$ cat config.mk
export PLATFORM = sky130hd
export DESIGN_NAME = freq_gen_flat
export DESIGN_NICKNAME = d
export VERILOG_FILES = /design/src/rtl/freq_gen_if.sv /design/src/rtl/freq_gen.sv /design/src/flat_wrapper.sv
export SDC_FILE = /design/constraint.sdc
export NUM_CORES = 1
export LEC_CHECK = 0
export ABC_CLOCK_PERIOD_IN_PS = 9400
export CAP_MARGIN = 20
export CORE_UTILIZATION = 41
export DETAILED_ROUTE_END_ITERATION = 6
export GPL_TIMING_DRIVEN = 0
export MAX_ROUTING_LAYER = met4
export PLACE_DENSITY = 0.65
export SYNTH_ARGS = -nofsm -noshare
export SYNTH_HDL_FRONTEND = slang
export SYNTH_SLANG_ARGS = --single-unit
$ cat constraint.sdc
create_clock -name clk -period 9.4 [get_ports clk]
set_input_delay 1.41 -clock clk [delete_from_list [all_inputs] [get_ports clk]]
set_output_delay 1.41 -clock clk [all_outputs]
set_load 0.01 [all_outputs]
$ cat src/rtl/freq_gen_if.sv
// freq_gen_if: control, settings and waveform/status signals of the frequency generator
interface freq_gen_if;
  logic       start_i;
  logic       stop_i;
  logic [3:0] bcd3_i;
  logic [3:0] bcd2_i;
  logic [3:0] bcd1_i;
  logic [3:0] bcd0_i;
  logic [1:0] dec_i;
  logic       sig_o;
  logic       run_o;
  logic       ready_o;
  logic       err_o;
  modport master (output start_i, stop_i, bcd3_i, bcd2_i, bcd1_i, bcd0_i, dec_i,
                  input  sig_o, run_o, ready_o, err_o);
  modport slave  (input  start_i, stop_i, bcd3_i, bcd2_i, bcd1_i, bcd0_i, dec_i,
                  output sig_o, run_o, ready_o, err_o);
endinterface

$ cat src/rtl/freq_gen.sv
// freq_gen: BCD-programmed square-wave generator with serial BCD-to-binary and restoring divide
module freq_gen #(
  parameter int unsigned CLK_HZ = 50_000_000,
  parameter int unsigned DIV_W  = 36
) (
  input logic      clk,
  input logic      rst,
  freq_gen_if.slave bus
);
  localparam int unsigned BW = $clog2(DIV_W);
  localparam logic [63:0] H  = 64'(CLK_HZ / 2);
  typedef enum logic [1:0] {IDLE, CONV, DIV, RUN} state_t;
  state_t            state_q, state_d;
  logic [15:0]       dig_q, dig_d;
  logic [1:0]        dec_q, dec_d;
  logic [13:0]       acc_q, acc_d, acc_nx;
  logic [13:0]       rem_q, rem_d, rem_nx;
  logic [DIV_W-1:0]  quo_q, quo_d, quo_nx, cnt_q, cnt_d, dvd;
  logic [BW-1:0]     bit_q, bit_d;
  logic              sig_q, sig_d, err_q, err_d;
  logic [14:0]       sh;
  logic              ge, bad, take;
  assign bad    = (bus.bcd3_i > 4'd9) | (bus.bcd2_i > 4'd9) | (bus.bcd1_i > 4'd9) | (bus.bcd0_i > 4'd9);
  assign take   = bus.start_i & ~bus.stop_i & (state_q == IDLE | state_q == RUN);
  assign acc_nx = 14'(acc_q * 14'd10) + {10'd0, dig_q[15:12]};
  assign sh     = {rem_q, quo_q[DIV_W-1]};
  assign ge     = sh >= {1'b0, acc_q};
  assign rem_nx = ge ? 14'(sh - {1'b0, acc_q}) : sh[13:0];
  assign quo_nx = {quo_q[DIV_W-2:0], ge};
  assign dvd    = DIV_W'(dec_q == 2'd0 ? H : dec_q == 2'd1 ? H * 64'd10 :
                         dec_q == 2'd2 ? H * 64'd100 : H * 64'd1000);
  always_comb begin
    state_d = state_q;
    dig_d   = dig_q;
    dec_d   = dec_q;
    acc_d   = acc_q;
    rem_d   = rem_q;
    quo_d   = quo_q;
    cnt_d   = cnt_q;
    bit_d   = bit_q;
    sig_d   = sig_q;
    err_d   = err_q;
    case (state_q)
      CONV: begin
        acc_d = acc_nx;
        dig_d = {dig_q[11:0], 4'h0};
        bit_d = bit_q + BW'(1);
        if (bit_q == BW'(3)) begin
          bit_d   = '0;
          state_d = acc_nx == '0 ? IDLE : DIV;
          err_d   = acc_nx == '0;
          quo_d   = dvd;
          rem_d   = '0;
        end
      end
      DIV: begin
        rem_d = rem_nx;
        quo_d = quo_nx;
        bit_d = bit_q + BW'(1);
        if (bit_q == BW'(DIV_W - 1)) begin
          bit_d   = '0;
          state_d = quo_nx == '0 ? IDLE : RUN;
          err_d   = quo_nx == '0;
          cnt_d   = quo_nx - DIV_W'(1);
          sig_d   = 1'b0;
        end
      end
      RUN: begin
        cnt_d = cnt_q == '0 ? quo_q - DIV_W'(1) : cnt_q - DIV_W'(1);
        sig_d = cnt_q == '0 ? ~sig_q : sig_q;
      end
      default: ;
    endcase
    if (take) begin
      state_d = bad ? IDLE : CONV;
      dig_d   = {bus.bcd3_i, bus.bcd2_i, bus.bcd1_i, bus.bcd0_i};
      dec_d   = bus.dec_i;
      acc_d   = '0;
      bit_d   = '0;
      sig_d   = 1'b0;
      err_d   = bad;
    end
    if (bus.stop_i) begin
      state_d = IDLE;
      sig_d   = 1'b0;
    end
  end
  always_ff @(posedge clk or posedge rst) begin
    if (rst) begin
      state_q <= IDLE;
      dig_q   <= '0;
      dec_q   <= '0;
      acc_q   <= '0;
      rem_q   <= '0;
      quo_q   <= '0;
      cnt_q   <= '0;
      bit_q   <= '0;
      sig_q   <= 1'b0;
      err_q   <= 1'b0;
    end else begin
      state_q <= state_d;
      dig_q   <= dig_d;
      dec_q   <= dec_d;
      acc_q   <= acc_d;
      rem_q   <= rem_d;
      quo_q   <= quo_d;
      cnt_q   <= cnt_d;
      bit_q   <= bit_d;
      sig_q   <= sig_d;
      err_q   <= err_d;
    end
  end
  assign bus.sig_o   = sig_q;
  assign bus.run_o   = state_q == RUN;
  assign bus.ready_o = state_q == IDLE;
  assign bus.err_o   = err_q;
endmodule
$ cat src/flat_wrapper.sv
// flat-port wrapper written by rule: the top's interface ports become plain ports
module freq_gen_flat 
#(
  parameter int unsigned CLK_HZ = 50_000_000,
  parameter int unsigned DIV_W  = 36
)
  (clk, rst, bus_start_i, bus_stop_i, bus_bcd3_i, bus_bcd2_i, bus_bcd1_i, bus_bcd0_i, bus_dec_i, bus_sig_o, bus_run_o, bus_ready_o, bus_err_o);
  freq_gen_if bus_i ();
  input logic clk;
  input logic rst;
  input wire logic [$bits(bus_i.start_i)-1:0] bus_start_i;
  input wire logic [$bits(bus_i.stop_i)-1:0] bus_stop_i;
  input wire logic [$bits(bus_i.bcd3_i)-1:0] bus_bcd3_i;
  input wire logic [$bits(bus_i.bcd2_i)-1:0] bus_bcd2_i;
  input wire logic [$bits(bus_i.bcd1_i)-1:0] bus_bcd1_i;
  input wire logic [$bits(bus_i.bcd0_i)-1:0] bus_bcd0_i;
  input wire logic [$bits(bus_i.dec_i)-1:0] bus_dec_i;
  output wire logic [$bits(bus_i.sig_o)-1:0] bus_sig_o;
  output wire logic [$bits(bus_i.run_o)-1:0] bus_run_o;
  output wire logic [$bits(bus_i.ready_o)-1:0] bus_ready_o;
  output wire logic [$bits(bus_i.err_o)-1:0] bus_err_o;
  assign bus_i.start_i = bus_start_i;
  assign bus_i.stop_i = bus_stop_i;
  assign bus_i.bcd3_i = bus_bcd3_i;
  assign bus_i.bcd2_i = bus_bcd2_i;
  assign bus_i.bcd1_i = bus_bcd1_i;
  assign bus_i.bcd0_i = bus_bcd0_i;
  assign bus_i.dec_i = bus_dec_i;
  assign bus_sig_o = bus_i.sig_o;
  assign bus_run_o = bus_i.run_o;
  assign bus_ready_o = bus_i.ready_o;
  assign bus_err_o = bus_i.err_o;
  freq_gen #(.CLK_HZ(CLK_HZ), .DIV_W(DIV_W)) u_core (.clk(clk), .rst(rst), .bus(bus_i));
endmodule
After elaboration in Yosys (flattened, before gate mapping):

Index checks and enable logic that the tools add are counted.

* memory bits (read-only): 0
* memories: 0
* RAM bits: 0
* register bits after elaboration: 128
* bits in latches: 0
* word-level logic and storage cells: 96
* bits of input ports: 22
* output and inout port bits: 4

* magnitude comparators: 5
* bitwise logic cells: 8
* add/sub/neg operators: 6
* equal/unequal tests: 14
* multiplexer cells: 36
* reduce and logical (&&, ||, !) cells: 16
* shifts and indexed selects: 0
* divide/modulo/power cells: 0
* multiply operators: 1

Operator list (count)
* 2-to-1 mux 36 bit: 5
* case mux 36 bit (2 select lines): 2
* subtractor 36 x 1 -> 36 bit (second input constant): 3
* logical NOT 36 bit: 2
* 2-to-1 mux 14 bit: 4
* 2-to-1 mux 35 bit: 1
* 2-to-1 mux 16 bit: 2
* case mux 14 bit (2 select lines): 1
* 2-to-1 mux 6 bit: 3
* greater-than comparator 4 bit (second input constant): 4
* greater-or-equal comparator 15 x 14 -> 1 bit: 1
* adder 14 x 4 -> 14 bit: 1
* logical NOT 14 bit: 1
* multiplier 14 x 3 -> 13 bit (second input constant): 1
* subtractor 14 bit: 1
* 2-to-1 mux 2 bit: 6
* inequality test 4 x 2 -> 1 bit (second input constant): 3
* case mux 6 bit (2 select lines): 1
* AND reduction 3 bit: 3
* 2-to-1 mux 1 bit: 8
* nonzero test 4 bit: 2
* adder 6 x 1 -> 6 bit (second input constant): 1
* == test 2 bit (second input constant): 3
* == test 6 x 2 -> 1 bit (second input constant): 1
* 13 further kinds: 26

Logic depth before layout (Yosys ltp):

* depth in word-level cells: 8
* mapped depth: 14
* gate-level depth less buffers: 13

Worst setup path before layout:

Ideal clock, no wire load.

* path kind: register to register
* start: reg u_core.acc_q[1]
* end: reg u_core.state_q[1]
* stages on the path, launching flop included: 13
* required time: 9275 ps
* buffers on the path: 0
* arrival time: 3235 ps
* period minus slack after synthesis: 3361 ps
* setup slack: 6039 ps
* setup time: 125 ps
* path through: dfrtp_1 -> ha_1 -> ha_1 -> fa_1 -> nand2_1 -> nor3_1 -> nor3b_1 -> nand4_1 -> nor3_1 -> nor2b_1 -> o31ai_1 -> mux2_2 -> nor3_1

* longest elaborated chain between the ends: 8
* elaborated cells on any way between the ends: 12
* those cells by class: 1 x add/sub; 1 x mul; 1 x order compare; 7 x mux; 2 x reduce/logical

Ends and longest elaborated chain
* start, declared: line freq_gen.sv:16 `logic [13:0] acc_q, acc_d, acc_nx;`
* start signal, assigned: line freq_gen.sv:93 `acc_q <= '0;`
* start signal, assigned: line freq_gen.sv:104 `acc_q <= acc_d;`
* multiplier 14 x 3 -> 13 bit: line freq_gen.sv:25 `assign acc_nx = 14'(acc_q * 14'd10) + {10'd0, dig_q[15:12]};`
* adder 14 x 4 -> 14 bit: line freq_gen.sv:25
* logical NOT 14 bit: line freq_gen.sv:50 `state_d = acc_nx == '0 ? IDLE : DIV;`
* 2-to-1 mux 2 bit: line freq_gen.sv:50
* 2-to-1 mux 2 bit: line freq_gen.sv:48 `if (bit_q == BW'(3)) begin`
* case mux 2 bit (2 select lines) (*): line freq_gen.sv:43 `case (state_q)`
* 2-to-1 mux 2 bit (*): line freq_gen.sv:74 `if (take) begin`
* 2-to-1 mux 2 bit (*): line freq_gen.sv:83 `if (bus.stop_i) begin`
* end signal, assigned: line freq_gen.sv:101 `state_q <= state_d;`
* end, declared: line freq_gen.sv:13 `state_t state_q, state_d;`

Every way passes the cells marked *; elsewhere a longest branch is shown, timed or not. The select of a mux whose other input is x is not followed.
A chain may end at the register's enable or synchronous reset.

Worst setup path after layout:

* start: reg u_core.acc_q[1]
* end: reg u_core.err_q (netlist: u_core.bus.err_o)

* longest elaborated chain between the ends: 6
* elaborated cells on any way between the ends: 9
* those cells by class: 1 x add/sub; 1 x mul; 1 x order compare; 4 x mux; 2 x reduce/logical

Ends and longest elaborated chain
* multiplier 14 x 3 -> 13 bit: line freq_gen.sv:25
* adder 14 x 4 -> 14 bit: line freq_gen.sv:25
* logical NOT 14 bit: line freq_gen.sv:51 `err_d = acc_nx == '0;`
* 2-to-1 mux 1 bit: line freq_gen.sv:48
* case mux 1 bit (2 select lines) (*): line freq_gen.sv:43
* 2-to-1 mux 1 bit (*): line freq_gen.sv:74
* end signal, assigned: line freq_gen.sv:110 `err_q <= err_d;`
* end, declared: line freq_gen.sv:20 `logic sig_q, sig_d, err_q, err_d;`

Marks and branches as above.

==> results.sh <==
export IMPL_status="complete, no violations"
export IMPL_nFillCells=2083
export IMPL_crit_path_end_kind="flip-flop"
export IMPL_synth_top_family_by_area="compound AO/OA/AOI/OAI gates"
export IMPL_power_switching_uw=1250
export IMPL_maxCapViolCount=0
export IMPL_core_area_um2=21000
export IMPL_multi_input_area_um2=5130
export IMPL_num_antenna_cells=0
export IMPL_p_leak_uw=0.00430
export IMPL_cp_data_required_time_ns=9.74
export IMPL_p_int_uw=1670
export IMPL_crit_type="flip-flop to flip-flop"
export IMPL_met2_usage_pct=37.7
export IMPL_busiest_layer="met2"
export IMPL_power_density_nw_per_um2=292
export IMPL_synth_mux_area_share_pct=5.31
export IMPL_clock_path_buffers=2
export IMPL_cts_root_buf="clkbuf_16"
export IMPL_finClkSkew_ns=0.00692
export IMPL_combPwrFrac_pct=46.3
export IMPL_cp_start_kind="flip-flop"
export IMPL_grt_pass1_vias=7491
export IMPL_drive_above_1_share_pct=7.12
export IMPL_synth_xor_area_share_pct=5.71
export IMPL_fin_nets=1128
export IMPL_synth_compound_area_share_pct=21.4
export IMPL_hold_buffers=0
export IMPL_rsz0062_at_grt="no"
export IMPL_drcViolationCount=0
export IMPL_worst_slew_pin_slew_ns=1.02
export IMPL_min_path_type="flip-flop to flip-flop"
export IMPL_period_share_pct=43.8
export IMPL_power_frac_seq_pct=29.8
export IMPL_async_reset_ff_share_pct=100
export IMPL_final_hold_violation_count=0
export IMPL_synth_nets=1083
export IMPL_antenna_found_initial=0
export IMPL_cp_max_fo=6
export IMPL_setup_viol=0
export IMPL_die_area_um2=21900
export IMPL_finalWorstSetupSlack_ns=5.28
export IMPL_slew_violations=0
export IMPL_cts_tree="built"
export IMPL_vias=7865
export IMPL_cp_slowest_stage_delay_ns=0.56
export IMPL_grt_first_pass_wirelength_um=40600
export IMPL_fp_row_count=53
export IMPL_fin_tns_setup_ns=0
export IMPL_finalCriticalPeriod_ns=4.12
export IMPL_initial_core_util_pct=41.7
export IMPL_cts_htree_levels=4
export IMPL_synth_simple_area_share_pct=18.7
export IMPL_post_cts_buffers=0
export IMPL_first_pass_iters=6
export IMPL_crit_chain="ha_1 -> ha_1 -> fa_1 -> nand2_1 -> nor3_1 -> nor3b_1 -> nand4_1 -> nor3_1 -> nor2b_1 -> o31ai_1 -> mux2i_1 -> o21bai_1"
export IMPL_numCtsBuffers=17
export IMPL_swShare_pct=42.8
export IMPL_clk_latency_ns=0.43
export IMPL_post_place_ws_ns=5.30
export IMPL_met1_usage_pct=32.6
export IMPL_power_share_clock_pct=23.9
export IMPL_ys_seq_area_share_pct=36.6
export IMPL_syn_inst=1010
export IMPL_syn_mean_instance_area_um2=8.66
export IMPL_numClockSinks=128
export IMPL_grt_use_total_pct=24.5
export IMPL_use_met3_pct=4.85
export IMPL_ir_drop_v=0.000143
export IMPL_routed_wl_um=24900
export IMPL_synth_seq_cells=128
export IMPL_cts_resized=0
export IMPL_fp_dieH_um=148
export IMPL_via_per_inst=5.86
export IMPL_crit_arrival_ns=4.46
export IMPL_cts_clk_slew_worst_paths_ns=0.06
export IMPL_synth_edf_count=0
export IMPL_hpwl_um=18100
export IMPL_postRouteAntennaNets=0
export IMPL_ys_types=76
export IMPL_grt_max_degree=70
export IMPL_io_pins=26
export IMPL_gp_congestion=0.970
export IMPL_relSlewSlack_pct=31.5
export IMPL_wire_per_inst_um=18.6
export IMPL_syn_to_final_growth_pct=14.1
export IMPL_fmax_mhz=243
export IMPL_ys_flop_type="dfrtp_1"
export IMPL_io_buffers=25
export IMPL_synth_fa_ha_area_share_pct=7.55
export IMPL_cp_slowest_cell="fa_1"
export IMPL_die_w_um=148
export IMPL_grt_ovfl_total=0
export IMPL_yosys_warnings=0
export IMPL_ff_latch_area_um2=3200
export IMPL_drtIter0Drc=733
export IMPL_synth_cell_area_um2=8750
-- worst max-delay path: cells and delay by family, from the launching register on --
kind | cells | cell delay [ns]
AOI/OAI and AO/OA | 2 | 0.66
adders and majority gates | 3 | 1.14
DFF | 1 | 0.50
muxes | 1 | 0.16
and+or+nand+nor | 6 | 1.57
-- area by class of cell --
type | instances | share of cell area [%]
inverter | 38 | 1.48
multi-input combinational | 786 | 51.4
clock inverter | 10 | 1.34
clock buffer | 22 | 4.75
tap | 275 | 3.45
buffer | 58 | 2.72
sequential | 128 | 32.1
timing repair buffer | 26 | 2.78
-- cell usage after synthesis (all sizes together) (12+ instances only) --
cell type / count / area, um2
nand2: 128 / 480
clkbuf: 38 / 143
nand3: 24 / 120
dfrtp: 128 / 3200
nand4: 19 / 131
inv: 37 / 139
mux2i: 35 / 370
a21oi: 61 / 305
o21ai: 126 / 631
xnor2: 33 / 289
buf: 20 / 129
nor2: 62 / 233
nor4: 19 / 140
ha: 48 / 601
nor3: 24 / 125
a31oi: 14 / 87.6
xor2: 24 / 210
a41o: 13 / 130
a211oi: 12 / 90.1
-- kinds of logic after synthesis --
family	after synthesis
buffers and inverters	96
muxes	43
AOI/OAI and AO/OA	301
DFF	128
adders and majority gates	51
xor gates and xnor gates	57
and+or+nand+nor	334
-- metrics by stage --
stage | util (%) | cell area [um2] | power, uW | instances | hold WS, ns
after floorplan | - | 8750 | 1850 | 1010 | 0.467
after global placement | 44.6 | 9340 | 2170 | 1310 | 0.495
after detailed placement | 44.7 | 9370 | 2190 | 1311 | 0.502
after CTS | 47.6 | 9980 | 2900 | 1343 | 0.515
after global routing | 47.6 | 9980 | 3110 | 1343 | 0.555
final | 47.6 | 9980 | 2920 | 1343 | 0.511
-- path summary, 6_finish.rpt --
kind	slack [ns]	from	cells after the start	endpoint
worst max-delay path	5.28	u_core.acc_q[1]	12	u_core.bus.err_o
worst min-delay path	0.51	u_core.rem_q[3]	2	u_core.rem_q[3]
worst max register to register	5.28	u_core.acc_q[1]	12	u_core.bus.err_o
worst min register to register	0.51	u_core.rem_q[3]	2	u_core.rem_q[3]
max in group asynchronous	7.24	rst	3	u_core.cnt_q[31]
min in group asynchronous	1.42	rst	2	u_core.rem_q[6]
-- power by group through the flow --
stage	Combinational [uW]	Clock, uW	Sequential, uW
floorplan	1050	0	794
global placement	1300	0	870
detailed placement	1320	0	871
CTS	1330	700	863
global route	1500	722	883
finish	1350	697	869
-- sequential cells by signal (all words and copies together), names as in the netlist --
name / flops
u_core.cnt_q: 36
u_core.quo_q: 36
u_core.dig_q: 16
u_core.acc_q: 14
u_core.rem_q: 14
u_core.bit_q: 6
u_core.dec_q: 2
u_core.state_q: 2
u_core.bus.err_o: 1
u_core.bus.sig_o: 1
-- per-layer routing --
metal,wire [um],vias up
li1,-,3751
met1,11600,3799
met2,11400,269
met3,1420,46
met4,451,0
met5,0,-
-- placed cells by master (no fill, tap or decap), types with 11 or more instances in the layout --
cell type,Yosys,routed
xnor2_1,33,33
nand2b_1,11,11
mux2i_1,32,32
a21oi_1,61,61
ha_1,48,48
clkbuf_1,38,40
nor4_1,17,17
xor2_1,24,24
nand3_1,24,24
nand4_1,17,17
nand2_1,128,128
o21ai_0,116,116
clkdlybuf4s50_1,0,25
nor2b_1,11,11
inv_1,36,35
dfrtp_1,128,128
nor2_1,62,62
a41o_1,13,13
nor3_1,23,23
a211oi_1,12,12
clkbuf_16,0,17
a31oi_1,14,14
(Power assumes the default switching activity.)
